### src/rtl/time_tag_decoder.sv
// Time-tag word decoder: classifies merged frontend words, tracks the last period per module
// and emits one status record per time tag. Optional macro: TT_DECODE_STRICT_PAD_EN.
module time_tag_decoder #(
  parameter int CRC_BITS       = 5,
  parameter int MODULE_ID_BITS = 4,
  parameter int PERIOD_BITS    = 48,
  parameter int DATA_BITS      = 128,
  parameter int ERR_BITS       = 16
) (
  input  logic                      clk,
  input  logic                      rst_n,
  input  logic [DATA_BITS-1:0]      s_data,
  input  logic                      s_valid,
  output logic                      s_ready,
  output logic                      m_valid,
  input  logic                      m_ready,
  output logic [MODULE_ID_BITS-1:0] m_module_id,
  output logic [PERIOD_BITS-1:0]    m_period,
  output logic [1:0]                m_status,
  output logic [ERR_BITS-1:0]       tag_count,
  output logic [ERR_BITS-1:0]       frame_err_count,
  output logic [ERR_BITS-1:0]       seq_err_count
);

  localparam int DEPTH  = 2**MODULE_ID_BITS;
  localparam int FRM_LO = DATA_BITS - CRC_BITS;
  localparam int SGL    = FRM_LO - 1;
  localparam int ID_HI  = SGL - 1;
  localparam int ID_LO  = ID_HI - MODULE_ID_BITS + 1;
  localparam int BLK_HI = ID_LO - 1;
  localparam int BLK_LO = BLK_HI - 1;
  localparam int CMD    = BLK_LO - 1;

  typedef enum logic [1:0] {ST_OK = 2'd0, ST_SYNC = 2'd1, ST_GAP = 2'd2, ST_BACK = 2'd3} status_e;

  logic [PERIOD_BITS-1:0]    last_q [DEPTH];
  logic [PERIOD_BITS-1:0]    last_d [DEPTH];
  logic [DEPTH-1:0]          seen_q, seen_d;
  logic                      m_valid_q, m_valid_d;
  logic [MODULE_ID_BITS-1:0] m_module_id_q, m_module_id_d;
  logic [PERIOD_BITS-1:0]    m_period_q, m_period_d;
  status_e                   m_status_q, m_status_d;
  logic [ERR_BITS-1:0]       tag_count_q, tag_count_d;
  logic [ERR_BITS-1:0]       frame_err_count_q, frame_err_count_d;
  logic [ERR_BITS-1:0]       seq_err_count_q, seq_err_count_d;

  logic                      xfer, framing_ok, non_tag, pad_err, is_tag, frame_err, seq_err;
  logic [MODULE_ID_BITS-1:0] id;
  logic [PERIOD_BITS-1:0]    period, last_m, last_inc;
  status_e                   status;

  function automatic logic [ERR_BITS-1:0] sat_inc(input logic [ERR_BITS-1:0] v, input logic en);
    return (en && (v != '1)) ? v + ERR_BITS'(1) : v;
  endfunction

  assign s_ready    = ~m_valid_q | m_ready;
  assign xfer       = s_valid & s_ready;
  assign framing_ok = &s_data[DATA_BITS-1:FRM_LO];
  assign non_tag    = s_data[SGL] | (|s_data[BLK_HI:BLK_LO]) | s_data[CMD];
  assign id         = s_data[ID_HI:ID_LO];
  assign period     = s_data[PERIOD_BITS-1:0];

`ifdef TT_DECODE_STRICT_PAD_EN
  assign pad_err = framing_ok & ~non_tag & (|s_data[CMD-1:PERIOD_BITS]);
`else
  logic unused_pad;
  assign unused_pad = |s_data[CMD-1:PERIOD_BITS];
  assign pad_err    = 1'b0;
`endif

  assign is_tag    = xfer & framing_ok & ~non_tag & ~pad_err;
  assign frame_err = xfer & (~framing_ok | pad_err);
  assign last_m    = last_q[id];
  assign last_inc  = last_m + PERIOD_BITS'(1);

  // The modular +1 check comes before P==0 so an all-ones -> 0 wrap reports OK.
  always_comb begin
    status = ST_SYNC;
    if (!seen_q[id])             status = ST_SYNC;
    else if (period == last_inc) status = ST_OK;
    else if (period == '0)       status = ST_SYNC;
    else if (period > last_m)    status = ST_GAP;
    else                         status = ST_BACK;
  end

  assign seq_err = is_tag & ((status == ST_GAP) | (status == ST_BACK));

  always_comb begin
    seen_d        = seen_q;
    last_d        = last_q;
    m_valid_d     = m_valid_q & ~m_ready;
    m_module_id_d = m_module_id_q;
    m_period_d    = m_period_q;
    m_status_d    = m_status_q;
    if (is_tag) begin
      seen_d[id]    = 1'b1;
      last_d[id]    = period;
      m_valid_d     = 1'b1;
      m_module_id_d = id;
      m_period_d    = period;
      m_status_d    = status;
    end
    tag_count_d       = sat_inc(tag_count_q, is_tag);
    frame_err_count_d = sat_inc(frame_err_count_q, frame_err);
    seq_err_count_d   = sat_inc(seq_err_count_q, seq_err);
  end

  always_ff @(posedge clk or negedge rst_n) begin
    if (!rst_n) begin
      seen_q            <= '0;
      for (int i = 0; i < DEPTH; i++) last_q[i] <= '0;
      m_valid_q         <= 1'b0;
      m_module_id_q     <= '0;
      m_period_q        <= '0;
      m_status_q        <= ST_OK;
      tag_count_q       <= '0;
      frame_err_count_q <= '0;
      seq_err_count_q   <= '0;
    end else begin
      seen_q            <= seen_d;
      last_q            <= last_d;
      m_valid_q         <= m_valid_d;
      m_module_id_q     <= m_module_id_d;
      m_period_q        <= m_period_d;
      m_status_q        <= m_status_d;
      tag_count_q       <= tag_count_d;
      frame_err_count_q <= frame_err_count_d;
      seq_err_count_q   <= seq_err_count_d;
    end
  end

  assign m_valid         = m_valid_q;
  assign m_module_id     = m_module_id_q;
  assign m_period        = m_period_q;
  assign m_status        = m_status_q;
  assign tag_count       = tag_count_q;
  assign frame_err_count = frame_err_count_q;
  assign seq_err_count   = seq_err_count_q;

endmodule

### config.mk
export PLATFORM = sky130hd
export DESIGN_NAME = time_tag_decoder
export DESIGN_NICKNAME = d
export VERILOG_FILES = /design/src/rtl/time_tag_decoder.sv
export SDC_FILE = /design/constraint.sdc
export NUM_CORES = 1
export LEC_CHECK = 0
export ABC_AREA = 1
export ABC_CLOCK_PERIOD_IN_PS = 6900
export CAP_MARGIN = 20
export CORE_MARGIN = 2
export CORE_UTILIZATION = 67
export CTS_BUF_LIST = sky130_fd_sc_hd__clkbuf_8
export DETAILED_ROUTE_END_ITERATION = 10
export PLACE_DENSITY = 0.89
export SYNTH_ARGS = -nofsm -noshare
export SYNTH_HDL_FRONTEND = slang
export SYNTH_SLANG_ARGS = --single-unit
### constraint.sdc
create_clock -name clk -period 6.9 [get_ports clk]
set_input_delay 1.725 -clock clk [delete_from_list [all_inputs] [get_ports clk]]
set_output_delay 1.725 -clock clk [all_outputs]
set_load 0.1 [all_outputs]
* Yosys cells after proc, flatten, opt, wreduce, memory -nomap -nowiden *
Cells that the tools add are included.

operators by class
  add/sub/neg operators = 4
  order comparisons = 5
  equal/unequal tests = 6
  multiplexer cells = 15
  bitwise logic cells = 16
  reductions and logical operators = 8

operators with widths
  cell                                                               number
  bitwise mux 768 bit                                                1
  binary-select mux 48 bit (select 4 bit)                            1
  demux 48 bit (select 4 bit)                                        1
  two-way mux 48 bit                                                 3
  adder 16 x 1 -> 16 bit, second input constant                      3
  adder 48 x 1 -> 48 bit, second input constant                      1
  equality test 48 bit                                               1
  greater-than comparator 48 bit                                     1
  zero test 48 bit                                                   1
  inequality test 16 bit, second input constant                      3
  OR 16 bit                                                          1
  AND 1 bit                                                          6
  two-way mux 2 bit                                                  3
  greater-or-equal comparator 5 bit, second input constant           1
  logical AND 1 bit                                                  5
  less-than comparator 4 x 5 -> 1 bit, second input constant         1
  less-than comparator 5 x 1 -> 1 bit, second input constant         1
  NOT 4 -> 5 bit                                                     1
  AND reduction 5 bit                                                1
  binary-select mux 1 bit (select 4 bit)                             1
  demux 1 bit (select 4 bit)                                         1
  equality test 2 bit, second input constant                         2
  greater-or-equal comparator 4 x 1 -> 1 bit, second input constant  1
  two-way mux 1 bit                                                  4
  other kinds (3)                                                    9

storage, ports and cells
  register bits = 887
  input port bits = 132
  output and inout port bits = 104
  logic and storage cells = 78

* Logic depth before layout (Yosys ltp) *
  depth in word-level cells = 13
  mapped depth = 33
  mapped depth without buffers = 29

* Worst setup path after synthesis *
OpenSTA, ideal clock, no wires.

  kind = in2reg
  start point = input port m_ready
  end point = register tag_count_q[15] (netlist: tag_count[15])
  library setup time = 0.162 ns
  arrival time = 4.394 ns
  data required time = 6.738 ns
  setup slack = 2.344 ns
  stages = 14
  path buffers = 1
  path through = inv_1 -> nand2_1 -> nand2_1 -> nor3b_1 -> nand2_1 -> clkbuf_1 -> inv_1 -> o21ai_1 -> nor3_1 -> nand3_1 -> nor3_1 -> nand3_1 -> nor2_1 -> xor2_1

on the way
  cells in the longest elaborated chain, start to end = 5

RTL lines
  what                    RTL line  text
  start, declared         16        input logic m_ready,
  OR 1 bit                56        assign s_ready = ~m_valid_q | m_ready;
  named net s_ready       14        output logic s_ready,
  AND 1 bit               57        assign xfer = s_valid & s_ready;
  AND 1 bit (2 in a row)  71        assign is_tag = xfer & framing_ok & ~non_tag & ~pad_err;
  logical AND 1 bit       53        return (en && (v != '1)) ? v + ERR_BITS'(1) : v;
  end signal, assigned    126       tag_count_q <= tag_count_d;
  end, declared           43        logic [ERR_BITS-1:0] tag_count_q, tag_count_d;

The timed path passes the listed nets, and every way through them passes these cells.
A chain may end at the register's enable or synchronous reset.

* Worst setup path after layout *
  start point = input port s_data[118]
  end point = register seq_err_count_q[15] (netlist: seq_err_count[15])

on the way
  cells in the longest elaborated chain, start to end = 13
  elaborated cells between the ends (all ways) = 18
  classes of those cells = add/sub (1); order compare (1); eq/ne (3); mux (9); bitwise (3); reduce/logical (1)

RTL lines
  what                                                            RTL line  text
  start, declared                                                 12        input logic [DATA_BITS-1:0] s_data,
  branches (longest 8 deep; another with adder 48 x 1 -> 48 bit)  --
  two-way mux 2 bit *                                             79        if (!seen_q[id]) status = ST_SYNC;
  equality test 2 bit                                             86        assign seq_err = is_tag & ((status == ST_GAP) | (status == ST_BACK));
  OR 1 bit *                                                      86
  AND 1 bit *                                                     86
  logical AND 1 bit *                                             53
  end signal, assigned                                            128       seq_err_count_q <= seq_err_count_d;
  end, declared                                                   45        logic [ERR_BITS-1:0] seq_err_count_q, seq_err_count_d;

Every way passes the cells marked *. The select of a mux whose other input is x is not followed.

==> key figures <==
Run status
  • Status: completed

Synth
  • Post-synthesis xor/xnor area fraction: 1.53%
  • Largest family of logic cells by synthesized area: simple AND/OR/NAND/NOR gates
  • Yosys reg bits: 887
  • Compound-gate portion of the synthesized area: 10.8%
  • Adder-Cell Fraction of Synth Area: 1.49%
  • Cells after Synth: 5759
  • Net count after synthesis: 5943
  • Mux contribution to synthesized area: 0.0258%
  • Synth cell types: 45
  • Mapped Avg Cell Area: 7.57 um^2
  • Yosys Warn Count: 0
  • Simple-Gate Fraction of Synth Area: 29.8%
  • Post-synthesis sequential area ratio: 50.9%
  • Mapped cell area: 0.0436 mm^2

Power and ir drop
  • Power per cell area: 221 mW/mm^2
  • P_int: 0.00778 W
  • Logic pwr share: 8.0%
  • Switching power: 0.00292 W
  • Leak pwr: 24.0 nW
  • Max IR drop VDD: 0.189 mV
  • Sequential power share: 49.3%
  • Clock power frac: 42.7%
  • Net Sw Frac: 27.3%

Detailed routing
  • Final ANT Viol Nets: 0
  • DRC: 0
  • Wire length per cell: 19.2 um
  • Starting DRT DRC Count: 5056
  • Via-per-instance ratio: 5.98
  • Total Wirelength: 130000 um
  • Router iterations before antenna repair: 6
  • Vias: 40300

Die
  • Starting density of the core: 67.7%
  • Die Area: 0.0672 mm^2
  • Die W: 259 um
  • # IOs: 236
  • Die height: 259 um
  • Row count: 93
  • Core area: 0.0645 mm^2

Clock network
  • H-tree depth: 4
  • CTS root buf: clkbuf_8
  • CTS Buf Count: 144
  • Resized Gates After CTS: 0
  • Clk slew on worst S/H paths: 60 ps
  • Clk sink count: 887
  • Number of hold buffers added after cts: 0
  • Clk_lat worst skew: 850 ps
  • Setup Buffers After CTS: 0
  • Clock buffer depth: 3
  • CTS tree: yes

Timing
  • Fmax: 0.190 GHz
  • Crit share post-route: 76.3%
  • Fin worst setup slack: 1630 ps
  • Fin. Hold Viols: 0
  • RSZ-0062 raised after global routing: false
  • Final Critical Period: 5270 ps
  • Max Transition Viols Final: 0
  • Final setup vio count: 0
  • Clock skew: 35.6 ps
  • Worst hold slack: 448 ps
  • Rel. slew slack: 24.8%
  • Setup TNS: 0 ps
  • Tightest Pin Transition: 1130 ps

Critical path
  • CP endpoint kind: flop
  • CP Class: input pin to flop
  • Worst Path Required: 7670 ps
  • Crit-path max FO: 84
  • CP max stage delay: 570 ps
  • Startpoint types: input pin
  • Crit path DAT: 6040 ps
  • Most used cell, CP: nand2_1
  • Slowest-stage cell, CP: inv_6

Placement
  • DP HPWL: 77100 um
  • Port bufs: 168
  • Pre-CTS setup slack: 946 ps
  • RePlAce Congestion: 0.989

Finish
  • Share of layout cells above drive strength 1: 5.88%
  • Fill cells: 4711
  • Final Net Count: 5973
  • Area grow syn2layout: 11.2%

Hold path
  • Worst Hold Class: flop to flop

Global routing
  • GRT Max-Usage Layer: met2
  • Met1 Track Usage GR: 52.1%
  • Met3 usage: 8.32%
  • GRT Util Overall: 39.0%
  • Initial antenna violation count: 6
  • Vias in the first global route: 38600
  • Pin count of the biggest net entering global routing: 202
  • First-pass GRT wire length: 206000 um
  • Overflow after GRT: 0
  • M2 GR Usage: 60.6%

Job
  • Max capacitance violation total: 0
==> Yosys cell counts (all sizes together) <==
master   count  area share, %
nand2     2774             24
dfrtp      887             51
o21ai      843            9.7
nor2       236            2.3
clkbuf     222            1.9
inv        185            1.6
buf        131            1.9
nand3      128            1.5
nand4       92            1.3
xor2        60            1.2
ha          52            1.5
a21oi       32           0.37
a22oi       26           0.45
nor3        26           0.30
xnor2       16           0.32
nor4        13           0.19
nand3b       9           0.15
o221ai       6           0.12
clkinv       4          0.034
a211oi       3          0.063
nor3b        2          0.034
o2111ai      2          0.040
o211ai       2          0.034
o21a         2          0.034
a211o        1          0.020
a21o         1          0.017
and2         1          0.014
mux2         1          0.026
or2          1          0.014
or3b         1          0.020
==> state kept, by name, indices dropped and copies added (netlist names) <==
register         count
last_q             768
m_period            48
frame_err_count     16
seen_q              16
seq_err_count       16
tag_count           16
m_module_id          4
m_status             2
m_valid              1
==> logic make-up (layout without fill, tap and decap cells) <==
family,Yosys count,in the layout
and+or+nand+nor,3283,3283
AOI/OAI and AO/OA,918,918
DFF,887,887
buffers and inverters,542,671
xor gates and xnor gates,76,76
adders and majority gates,52,52
muxes,1,1
other,0,5
==> through the flow <==
| step | util, % | power (W) | instances | cell area, um^2 |
|---|---|---|---|---|
| floorplan | - | 0.00586 | 5759 | 43600 |
| global placement | 70.6 | 0.00620 | 6492 | 45500 |
| detailed placement | 70.6 | 0.00621 | 6492 | 45500 |
| CTS | 75.0 | 0.0107 | 6737 | 48300 |
| global route | 75.3 | 0.0110 | 6747 | 48500 |
| finish | 75.3 | 0.0107 | 6748 | 48500 |
==> cells in the final DEF, fill, tap and decap left out, types with 2 or more instances in the layout <==
cell	n
a211oi_1	2
a21oi_1	32
a22oi_1	26
buf_12	15
buf_16	5
buf_4	50
clkbuf_8	178
clkdlybuf4s50_1	165
clkinv_1	3
clkinv_2	14
clkinv_8	3
dfrtp_1	887
diode_2	5
ha_1	52
inv_1	216
inv_12	3
inv_2	5
inv_6	5
inv_8	5
nand2_1	2751
nand2_2	6
nand2_4	17
nand3_1	126
nand3_4	2
nand3b_1	9
nand4_1	92
nor2_1	208
nor2_2	19
nor2_4	8
nor3_1	25
nor3b_1	2
nor4_1	13
o2111ai_1	2
o211ai_1	2
o21a_1	2
o21ai_0	835
o21ai_1	7
o221ai_1	6
xnor2_1	16
xor2_1	60
==> power groups by stage <==
| stage | clock network [W] | logic [W] | registers, W |
|---|---|---|---|
| 6_report | 0.00457 | 0.000856 | 0.00528 |
| 2_1_floorplan | 0 | 0.000280 | 0.00558 |
| 4_1_cts | 0.00457 | 0.000846 | 0.00528 |
| 5_1_grt | 0.00479 | 0.000907 | 0.00528 |
| 3_5_place_dp | 0 | 0.000842 | 0.00537 |
| 3_3_place_gp | 0 | 0.000834 | 0.00537 |
==> path summary, 6_finish.rpt <==
path                       slack [ps]        start  depth (start not counted)                end
max                              1630  s_data[118]                         27  seq_err_count[15]
min                               450    seen_q[0]                          2          seen_q[0]
max reg2reg                      3150  last_q[624]                         25  seq_err_count[15]
min reg2reg                       450    seen_q[0]                          2          seen_q[0]
max in group asynchronous        4360        rst_n                          2        last_q[643]
min in group asynchronous         940        rst_n                          1         last_q[44]
==> per-layer routing <==
layer,vias up,part of all wire (%)
li1,18400,-
met1,19000,39
met2,2411,45
met3,478,11
met4,2,5.4
met5,-,0.0092
==> layout make-up <==
class	count	area, um^2	share of cell area (%)
multi-input combinational	4330	19200	39.5
clock inverter	67	405	0.836
inverter	189	718	1.48
sequential	887	22200	45.7
tap	855	1070	2.20
clock buffer	178	2450	5.05
antenna	5	12.5	0.0258
timing repair buffer	237	2490	5.13
==> worst max-delay path, delay by kind of cell <==
kind,cells,cell delay (ps)
and+or+nand+nor,22,2700
buffers and inverters,5,1410
Note: power is estimated with default switching activity, not from simulation.
